<file path="src/rtl/deintlv_bit_buf.sv">
// deintlv_bit_buf: two-bank ping-pong bit buffer, permuted-address writes in, sequential bits out.
// Ports: clk/reset (sync, active-high); write side wr_valid/wr_ready/wr_addr/wr_data/wr_last;
// read side rd_valid/rd_ready/rd_data/rd_last; err_o sticky flag for writes with wr_addr >= DEPTH.
// Build option: define DEINTLV_CLEAR_EN to zero each cell as it is read and all cells at reset,
// so cells left unwritten in a block read back as 0 (erasure/depuncture positions).
module deintlv_bit_buf #(
  parameter int DEPTH = 288,
  parameter int AW = $clog2(DEPTH)
) (
  input  logic          clk,
  input  logic          reset,
  input  logic          wr_valid,
  output logic          wr_ready,
  input  logic [AW-1:0] wr_addr,
  input  logic          wr_data,
  input  logic          wr_last,
  output logic          rd_valid,
  input  logic          rd_ready,
  output logic          rd_data,
  output logic          rd_last,
  output logic          err_o
);
  typedef enum logic [1:0] {EMPTY, FILLING, FULL} bank_st_t;
  localparam logic [AW:0] DMAX = (AW+1)'(DEPTH);
  localparam logic [AW:0] ONE = (AW+1)'(1);
  logic [DEPTH-1:0] mem [2];
  bank_st_t st [2];
  bank_st_t st_nx [2];
  logic [AW:0] len [2];
  logic [AW:0] wr_cnt, rd_ptr, cnt_inc;
  logic wr_bank, rd_bank, wr_go, rd_go, addr_ok;
  assign wr_go = wr_valid & wr_ready;
  assign rd_go = rd_valid & rd_ready;
  assign addr_ok = {1'b0, wr_addr} < DMAX;
  // count of accepts including the current one, saturated at DEPTH
  assign cnt_inc = (wr_cnt == DMAX) ? DMAX : wr_cnt + ONE;
  always_ff @(posedge clk) begin
    if (reset) st <= '{EMPTY, EMPTY};
    else st <= st_nx;
  end
  // the write bank is never FULL and the read bank always is, so the two
  // updates below can never target the same bank in one cycle
  always_comb begin
    st_nx = st;
    if (wr_go && addr_ok && st[wr_bank] == EMPTY) st_nx[wr_bank] = FILLING;
    if (wr_go && wr_last) st_nx[wr_bank] = FULL;
    if (rd_go && rd_last) st_nx[rd_bank] = EMPTY;
  end
  always_comb begin
    wr_ready = st[wr_bank] != FULL;
    rd_valid = st[rd_bank] == FULL;
    rd_last = rd_valid && rd_ptr == len[rd_bank] - ONE;
    rd_data = rd_valid & mem[rd_bank][rd_ptr[AW-1:0]];
  end
  always_ff @(posedge clk) begin
    if (reset) begin
      wr_bank <= 1'b0;
      rd_bank <= 1'b0;
      wr_cnt <= '0;
      rd_ptr <= '0;
      err_o <= 1'b0;
      len <= '{default: '0};
    end else begin
      if (wr_go) begin
        wr_cnt <= wr_last ? '0 : cnt_inc;
        if (wr_last) len[wr_bank] <= cnt_inc;
        if (wr_last) wr_bank <= ~wr_bank;
        if (!addr_ok) err_o <= 1'b1;
      end
      if (rd_go) begin
        rd_ptr <= rd_last ? '0 : rd_ptr + ONE;
        if (rd_last) rd_bank <= ~rd_bank;
      end
    end
  end
  always_ff @(posedge clk) begin
`ifdef DEINTLV_CLEAR_EN
    if (reset) mem <= '{default: '0};
    else begin
      if (wr_go && addr_ok) mem[wr_bank][wr_addr] <= wr_data;
      if (rd_go) mem[rd_bank][rd_ptr[AW-1:0]] <= 1'b0;
    end
`else
    if (wr_go && addr_ok) mem[wr_bank][wr_addr] <= wr_data;
`endif
  end
endmodule

</file>
<file path="config.mk">
export PLATFORM = sky130hd
export DESIGN_NAME = deintlv_bit_buf
export DESIGN_NICKNAME = d
export VERILOG_FILES = /design/src/rtl/deintlv_bit_buf.sv
export SDC_FILE = /design/constraint.sdc
export NUM_CORES = 1
export LEC_CHECK = 0
export BUFFER_PORTS_ARGS = -buffer_cell sky130_fd_sc_hd__clkbuf_2
export CAP_MARGIN = 20
export CORE_ASPECT_RATIO = 1.2
export CORE_MARGIN = 5
export CORE_UTILIZATION = 36
export CTS_BUF_LIST = sky130_fd_sc_hd__clkbuf_16
export DETAILED_ROUTE_END_ITERATION = 7
export SLEW_MARGIN = 15
export SYNTH_ARGS = -nofsm -noshare
export SYNTH_HDL_FRONTEND = slang
export SYNTH_SLANG_ARGS = --single-unit
export TNS_END_PERCENT = 10
</file>
<file path="constraint.sdc">
create_clock -name clk -period 3.2 [get_ports clk]
set_input_delay 0.64 -clock clk [delete_from_list [all_inputs] [get_ports clk]]
set_output_delay 0.64 -clock clk [all_outputs]
set_load 0.01 [all_outputs]
</file>
# Yosys cells after proc, flatten, opt, wreduce, memory -nomap -nowiden
# Memories as Yosys holds them, arrays and structs flattened. A register that Yosys moved wholly into a read port is not among the register bits.
# Cells that the tools add are included.
# totals
out_inout_bits,5
word_cells,83
n_memories,1
regBits,47
mem_bits_rw,576
in_bits,15
# mem_list
name,words,word_bits,rd,rd_ports_with_merged_regs,wr,line_no,text
mem,2,288,1,1,1,26,logic [DEPTH-1:0] mem [2];
# op_classes
muxes,30
bitwise_logic,16
n_reduce_logical,12
addsub,3
n_lt_le_gt_ge,8
eq_ne,4
# ops
op,count
288-bit 2-to-1 mux,1
10-bit 2-to-1 mux,7
"10-bit by 1-bit adder with 10-bit output, second input constant",2
20-bit bitwise mux,1
"9-bit by 10-bit less-than comparator with 1-bit output, second input constant",2
2-bit 2-to-1 mux,8
4-bit 2-to-1 mux,3
10-bit demux with 1-bit select,1
10-bit == test,1
"10-bit by 9-bit == test with 1-bit output, second input constant",1
"10-bit by 1-bit subtractor with 10-bit output, second input constant",1
1-bit binary-select mux with 9-bit select,1
1-bit demux with 9-bit select,1
"9-bit by 1-bit greater-or-equal comparator with 1-bit output, second input constant",1
"9-bit less-than comparator, second input constant",1
1-bit logical AND,8
2-bit AND reduction,3
1-bit 2-to-1 mux,5
2-bit bitwise AND,2
4-bit bitwise AND,1
2-bit demux with 1-bit select,2
"2-bit greater-or-equal comparator, second input constant",2
"2-bit by 1-bit less-than comparator with 1-bit output, second input constant",2
1-bit NOT with 2-bit output,2
8 further kinds,14

# Longest topological paths before layout
# Gate-level depths: netlist of run 1.
# depth
depth_word,13
mapped_depth,13
mapped_depth_nobuf,10

# Least setup slack after synthesis of run 1
# OpenSTA, ideal clock, no wires.
# synth_timing
path_kind,register to output
start,register with a tool-made name
end,output port rd_data
slack_ps,89
arrival_ps,2471
required_ps,2560
stages_incl_launch_ff,8
n_path_buf,2
path_cell_list,dfxtp_1 buf_6 buf_2 mux4_2 mux4_2 o211a_1 o31a_1 o32a_1
# synth_rtl
element,line_no,text
to (decl),19,"output logic rd_data,"

==> metrics.txt, run 1 <==
Netlist cell types 69; top-count cell post-synth nor2_1; syn avg cell area 13.4 um^2; ys flop type edfxtp_1; Arr. time, crit path 3.49 ns; post-synthesis sequential area ratio 66.1%; clk buf depth 3; worst reg-to-reg setup slack 0.43 ns; core area 0.0762 mm^2; Clock transition at path regs 0.07 ns; reg2reg end rd_ptr[6]; gr usage total 17.9%; Vias/cell 5.43; CP max stage delay 0.50 ns; leakage 0.00951 uW; CTS root buffer clkbuf_16; initial DRC count 1,838; Layout Cells excl Fill 3,234; GRT overflow 0; Rows 111; CTS tree yes; largest net degree at the start of global routing 138; Power Total 16,600 uW; H-tree Lvls 2; fraction of registers with async set/reset 0%; crit-path max FO 5; DRC 0; dpl ws -0.349 ns; largest cells by area after synthesis edfxtp_1, mux4_2, nor2_1; layout cell share with drive strength beyond 1 19.2%; post-route ant nets 0; syn nets 2,088; CP Capture Type output pin; CP Capture Point rd_data; DR vias 17,600; input/output buffers 19; slew margin rel. 45.1%; outcome finished with violations; TNS Setup -1.38 ns; maximum vdd drop 0.411 mV; most instantiated cells after synthesis nor2_1, edfxtp_1, clkbuf_1; final clock skew 0.0253 ns; FF-to-FF Start rd_bank; final wirelength 75,800 um; post-detail-place hpwl 47,100 um; critical-path cell list buf_6, buf_12, mux4_2, mux4_2, o211a_1, o31a_1, o32a_1, clkbuf_2; Fin. Hold Viols 0; number of synthesized flops with an enable pin 576; Initial Util 36.2%; Final Critical Period 4.13 ns; Setup crit start kind flip-flop; initial antenna violation count 3; top cell type's share of synthesized area 62.6%; failing checks setup timing; cell area after synthesis 0.0276 mm^2; global-route wire length before repair 113,000 um; vias in the first global route 17,500; I/O pin cnt 20; final setup violation count 2; P&R area growth vs syn 15.5%; fin crit share 129%; Hold Crit Class primary input to flip-flop; slew of the pin with the lowest slew margin 0.817 ns; Pins Over Slew Limit 0; fin nets 2,183; Register-to-Register Path Depth 8; DR pass1 iterations 5; Critical Path RT 2.56 ns; max_cap viols 0; WS Path Type flip-flop to output pin; FMAX 242 MHz; post-synthesis register bit count 624; clock sink total 624; crit path max-delay cell type mux4_2; Clock Latency Late Sink 0.63 ns; WHS 0.425 ns; PD cells 520 mW/mm^2; Die ar. 0.0824 mm^2; CTS Buf Count 60; synth warn 0; cell count after synthesis 2,069; worst setup margin -0.930 ns; die width 263 um; RSZ-0062 raised after global routing yes; wire per inst 23.4 um; die height 314 um; Placer Congestion 0.862; cell type with the largest total area after synthesis edfxtp_1; Inst Count DP 3,111; Critical Path Most Common Cell mux4_2
==> area by class of cell <==
cell class / count / area (um^2)
inverters: 8 / 30.0
flip-flops and latches: 624 / 18300
fillers: 7060 / 44300
clock buffers: 61 / 1530
multi-input cells: 1267 / 8530
clock inverters: 51 / 388
diodes: 3 / 7.51
well taps: 1017 / 1270
repair buffers: 203 / 1890
==> routing by layer <==
metal / wire length, um / vias to the layer above / track usage, %
li1: - / 7782 / -
met1: 29400 / 9070 / 22.1
met2: 39500 / 578 / 32.4
met3: 4630 / 137 / 2.66
met4: 2380 / 0 / 5.70
met5: 0 / - / 0
==> flip-flops by register name, summed over array words and instances, names as in the netlist, named ones only <==
signal and cells:
len 20, wr_bank 1, mem 576, rd_ptr 10, rd_bank 1, st 4
err_o 1, wr_cnt 10
==> how the worst min path moves through the flow <==
stage	from	endpoint	slack (ns)	depth (start not counted)
2_1_floorplan	len[0]	len[0]	0.44	2
3_3_place_gp	err_o	err_o	0.45	2
3_5_place_dp	err_o	err_o	0.48	2
4_1_cts	wr_valid	st[0]	0.39	3
5_1_grt	wr_valid	st[0]	0.41	3
6_report	wr_valid	st[0]	0.42	3
==> placed cells by master (no fill, tap or decap), drive strengths merged, types with 6 or more instances in the layout <==
master / Yosys / final
nor2: 643 / 643
edfxtp: 576 / 576
buf: 46 / 185
mux4: 114 / 114
nand2: 105 / 105
mux2i: 83 / 83
clkbuf: 124 / 79
dfxtp: 48 / 48
nand3: 30 / 30
a21oi: 27 / 27
inv: 8 / 25
clkinv: 0 / 25
a221oi: 24 / 24
o21ai: 22 / 22
nor3: 20 / 20
a22oi: 20 / 20
a211oi: 20 / 20
xnor2: 18 / 18
xor2: 12 / 12
nor2b: 10 / 10
mux2: 9 / 9
o211ai: 9 / 9
and3: 9 / 9
nor3b: 8 / 8
nand4: 8 / 8
o2111ai: 7 / 7
a31oi: 6 / 6
bufinv: 0 / 6
and2: 6 / 6
==> cell families (layout without fill, tap and decap cells) <==
family / after synthesis / in the layout / synth area share, %
simple gates: 862 / 862 / 12.7
flops: 624 / 624 / 66.1
mux: 206 / 206 / 12.7
buf+inv: 178 / 323 / 3.14
compound gates: 165 / 165 / 4.30
xor+xnor: 30 / 30 / 0.951
fa+ha+maj: 4 / 4 / 0.181
other cells: 0 / 3 / 0
==> power by group <==
part	internal [uW]	switching [uW]	leakage (uW)
sequential	8910	22.5	0.00557
clock	3920	3070	0.000989
combinational	220	442	0.00296
total	13100	3540	0.00951
==> critical path, delay by kind of cell (launching register included) <==
family / cells / cell delay [ns]
buf+inv: 3 / 0.45
compound gates: 3 / 0.98
flops: 1 / 0.44
mux: 2 / 0.99
==> through the flow <==
| stage | area (um^2) | utilization [%] |
|---|---|---|
| after floorplan | 27600 | - |
| after global placement | 29900 | 39.2 |
| after detailed placement | 29900 | 39.2 |
| after CTS | 31800 | 41.7 |
| after global routing | 31900 | 41.8 |
| final | 31900 | 41.9 |
==> timing repair <==
| item | CTS | global route |
|---|---|---|
| pin swaps | 1 | 1 |
| endpoints found under the setup margin | 2 | 2 |
| hold endpoints to repair | 0 | 0 |
| gates resized for setup | 8 | 1 |
| hold buffers | 0 | 0 |
| setup buffers | 0 | 8 |
Power figures use the tool's default switching activity.
==> run 2: changes to the inputs <==
Clock period 3.2 ns to 3.5 ns, I/O delays scaled along.
==> run 2 against run 1 <==
Effect of this change: the run still ends with setup timing left; largest power group unchanged; die area unchanged; critical path depth increased by 3; largest cell class unchanged; total power is 5.7% lower; clock power decreased by 1%; first-iteration DRC count shrank 2.1%; utilization is essentially flat.
==> metrics.txt, run 2 (synthesis results as in run 1) <==
Critical Path RT 2.80 ns (+0.24 ns); Placer Congestion 0.838 (-2.8%); Biggest register mem; Arr. time, crit path 3.42 ns (-0.07 ns); clock sink total 624 (unchanged); Final Critical Period 4.12 ns; max FFs per register 576 (unchanged); H-tree Lvls 2 (unchanged); core area 0.0762 mm^2 (unchanged); commonest non-fill, non-tap cells in the layout nor2_1, edfxtp_1, buf_4, mux4_2, nand2_1; max_cap viols 0 (unchanged); Fin. Hold Viols 0 (unchanged); global-route wire length before repair 112,000 um (-0.65%); vias in the first global route 17,500 (-0.22%); CTS Buf Count 59 (-1.7%); CP Capture Type output pin; Hold Buf Count CTS 0 (unchanged); PD cells 490 mW/mm^2 (-5.8%); GRT overflow 0 (unchanged); Initial Util 36.2% (unchanged); Setup crit start kind flip-flop; fin nets 2,152 (-1.4%); layout cell share with drive strength beyond 1 19.5% (+0.33 points); final clock skew 0.0318 ns (+0.00647 ns); CP bufs+invs 4 (+1); commonest non-fill, non-tap cell in the layout nor2_1; final wirelength 75,900 um (about the same); biggest regs mem x576, len x20; CP max stage delay 0.48 ns (-0.02 ns); CTS tree yes; post-placement cell area 0.0295 mm^2 (-1.3%); DRC 0 (unchanged); initial antenna violation count 3 (unchanged); worst setup margin -0.618 ns (+0.312 ns); Pins Over Slew Limit 0 (unchanged); input/output buffers 19 (unchanged); outcome finished with violations; Clock transition at path regs 0.07 ns (about the same); CP top delay family compound AO/OA/AOI/OAI gates; clk buf depth 3 (unchanged); Rows 111 (unchanged); slew of the pin with the lowest slew margin 0.847 ns (+0.0301 ns); gr usage total 17.8% (-0.13 points); critical-path cell list buf_8, buf_12, buf_4, mux4_2, nor2_1, a211oi_1, a211oi_2, o211ai_1, and4b_1, o32a_4, buf_6; initial DRC count 1,800 (-2.1%); Power Total 15,600 uW (-5.7%); FMAX 243 MHz; CTS root buffer clkbuf_16; Sequential Area 0.0183 mm^2 (unchanged); maximum vdd drop 0.403 mV (-2.0%); I/O pin cnt 20 (unchanged); design area 0.0320 mm^2 (+0.12%); wire per inst 23.7 um (+1.1%); DR vias 17,600 (+0.22%); P&R area growth vs syn 15.6%; WS Path Type flip-flop to output pin; Vias/cell 5.50 (+1.3%); fin crit share 118%; failing checks setup timing; Final Util 41.9% (+0.049 points); TNS Setup -0.733 ns (+0.650 ns); crit-path max FO 8 (+3); final setup violation count 2 (unchanged); Clock Latency Late Sink 0.63 ns (about the same); Die ar. 0.0824 mm^2 (unchanged); die height 314 um (unchanged); dpl ws -0.151 ns (+0.198 ns); fillcell total 6,940 (-1.7%); largest net degree at the start of global routing 138 (unchanged); slew margin rel. 43.1% (-2.0 points); leakage 0.00944 uW (-0.80%); RSZ-0062 raised after global routing yes; DR pass1 iterations 5 (unchanged); die width 263 um (unchanged); post-detail-place hpwl 46,500 um (-1.1%); multi-input combinational cell area 0.00867 mm^2 (+1.6%); crit path max-delay cell type mux4_2; post-route ant nets 0 (unchanged); Hold Crit Class flip-flop to flip-flop
## run 2: changes by cell type in the layout (fill, tap and decap cells not counted), moves of 3 or more
cell / before / now
a221oi_1: 24 / 18
a221oi_2: 0 / 6
buf_12: 31 / 21
buf_4: 148 / 120
buf_6: 5 / 8
buf_8: 1 / 5
bufinv_16: 6 / 13
clkinv_1: 16 / 11
clkinv_2: 8 / 15
inv_1: 21 / 14
## run 2: stage by stage
stage / hold slack (ns) / cells
4_1_cts: 0.479 / 3197
2_1_floorplan: 0.444 / 2069
3_5_place_dp: 0.476 / 3081
6_report: 0.493 / 3201
5_1_grt: 0.519 / 3199
3_3_place_gp: 0.455 / 3081
## run 2: metal layers
layer,routed length [um],GRT usage [%],vias up
li1,-,-,7707
met1,29500,21.8,9142
met4,2560,5.94,0
met3,4510,2.45,146
met5,0,0,-
met2,39300,32.4,611
## run 2: layout make-up
| class | count | share of cell area, % |
|---|---|---|
| diodes | 2 | 0.0157 |
| clock buffers | 60 | 4.70 |
| clock inverters | 50 | 1.79 |
| inverters | 8 | 0.102 |
| multi-input cells | 1267 | 27.1 |
| flip-flops and latches | 624 | 57.2 |
| well taps | 1017 | 3.98 |
| repair buffers | 173 | 5.11 |
## run 2: where the power goes
group	total, uW	switching, uW	internal, uW
Sequential	8170	22.7	8150
Clock	6890	2830	4060
Combinational	589	409	180
Total	15600	3260	12400
## run 2: timing repair
item / in CTS / in global routing
pin swaps: 6 / 5
gates cloned: 2 / 0
resized for setup: 31 / 30
setup buffers: 5 / 2
endpoints found under the setup margin: 2 / 2
## run 2: worst paths after layout
kind / startpoint / endpoint / cells after the start / slack, ns
setup reg to reg: wr_bank / mem[0][167] / 7 / 0.60
hold reg to reg: err_o / err_o / 2 / 0.49
hold / removal: err_o / err_o / 2 / 0.49
setup / recovery: flip-flop / rd_data / 11 / -0.62
## run 2: tightest hold or removal path: stages, from the launching register on
cell     delay (ns)
dfxtp_1        0.33
nor2_1         0.05
nor2_1         0.07
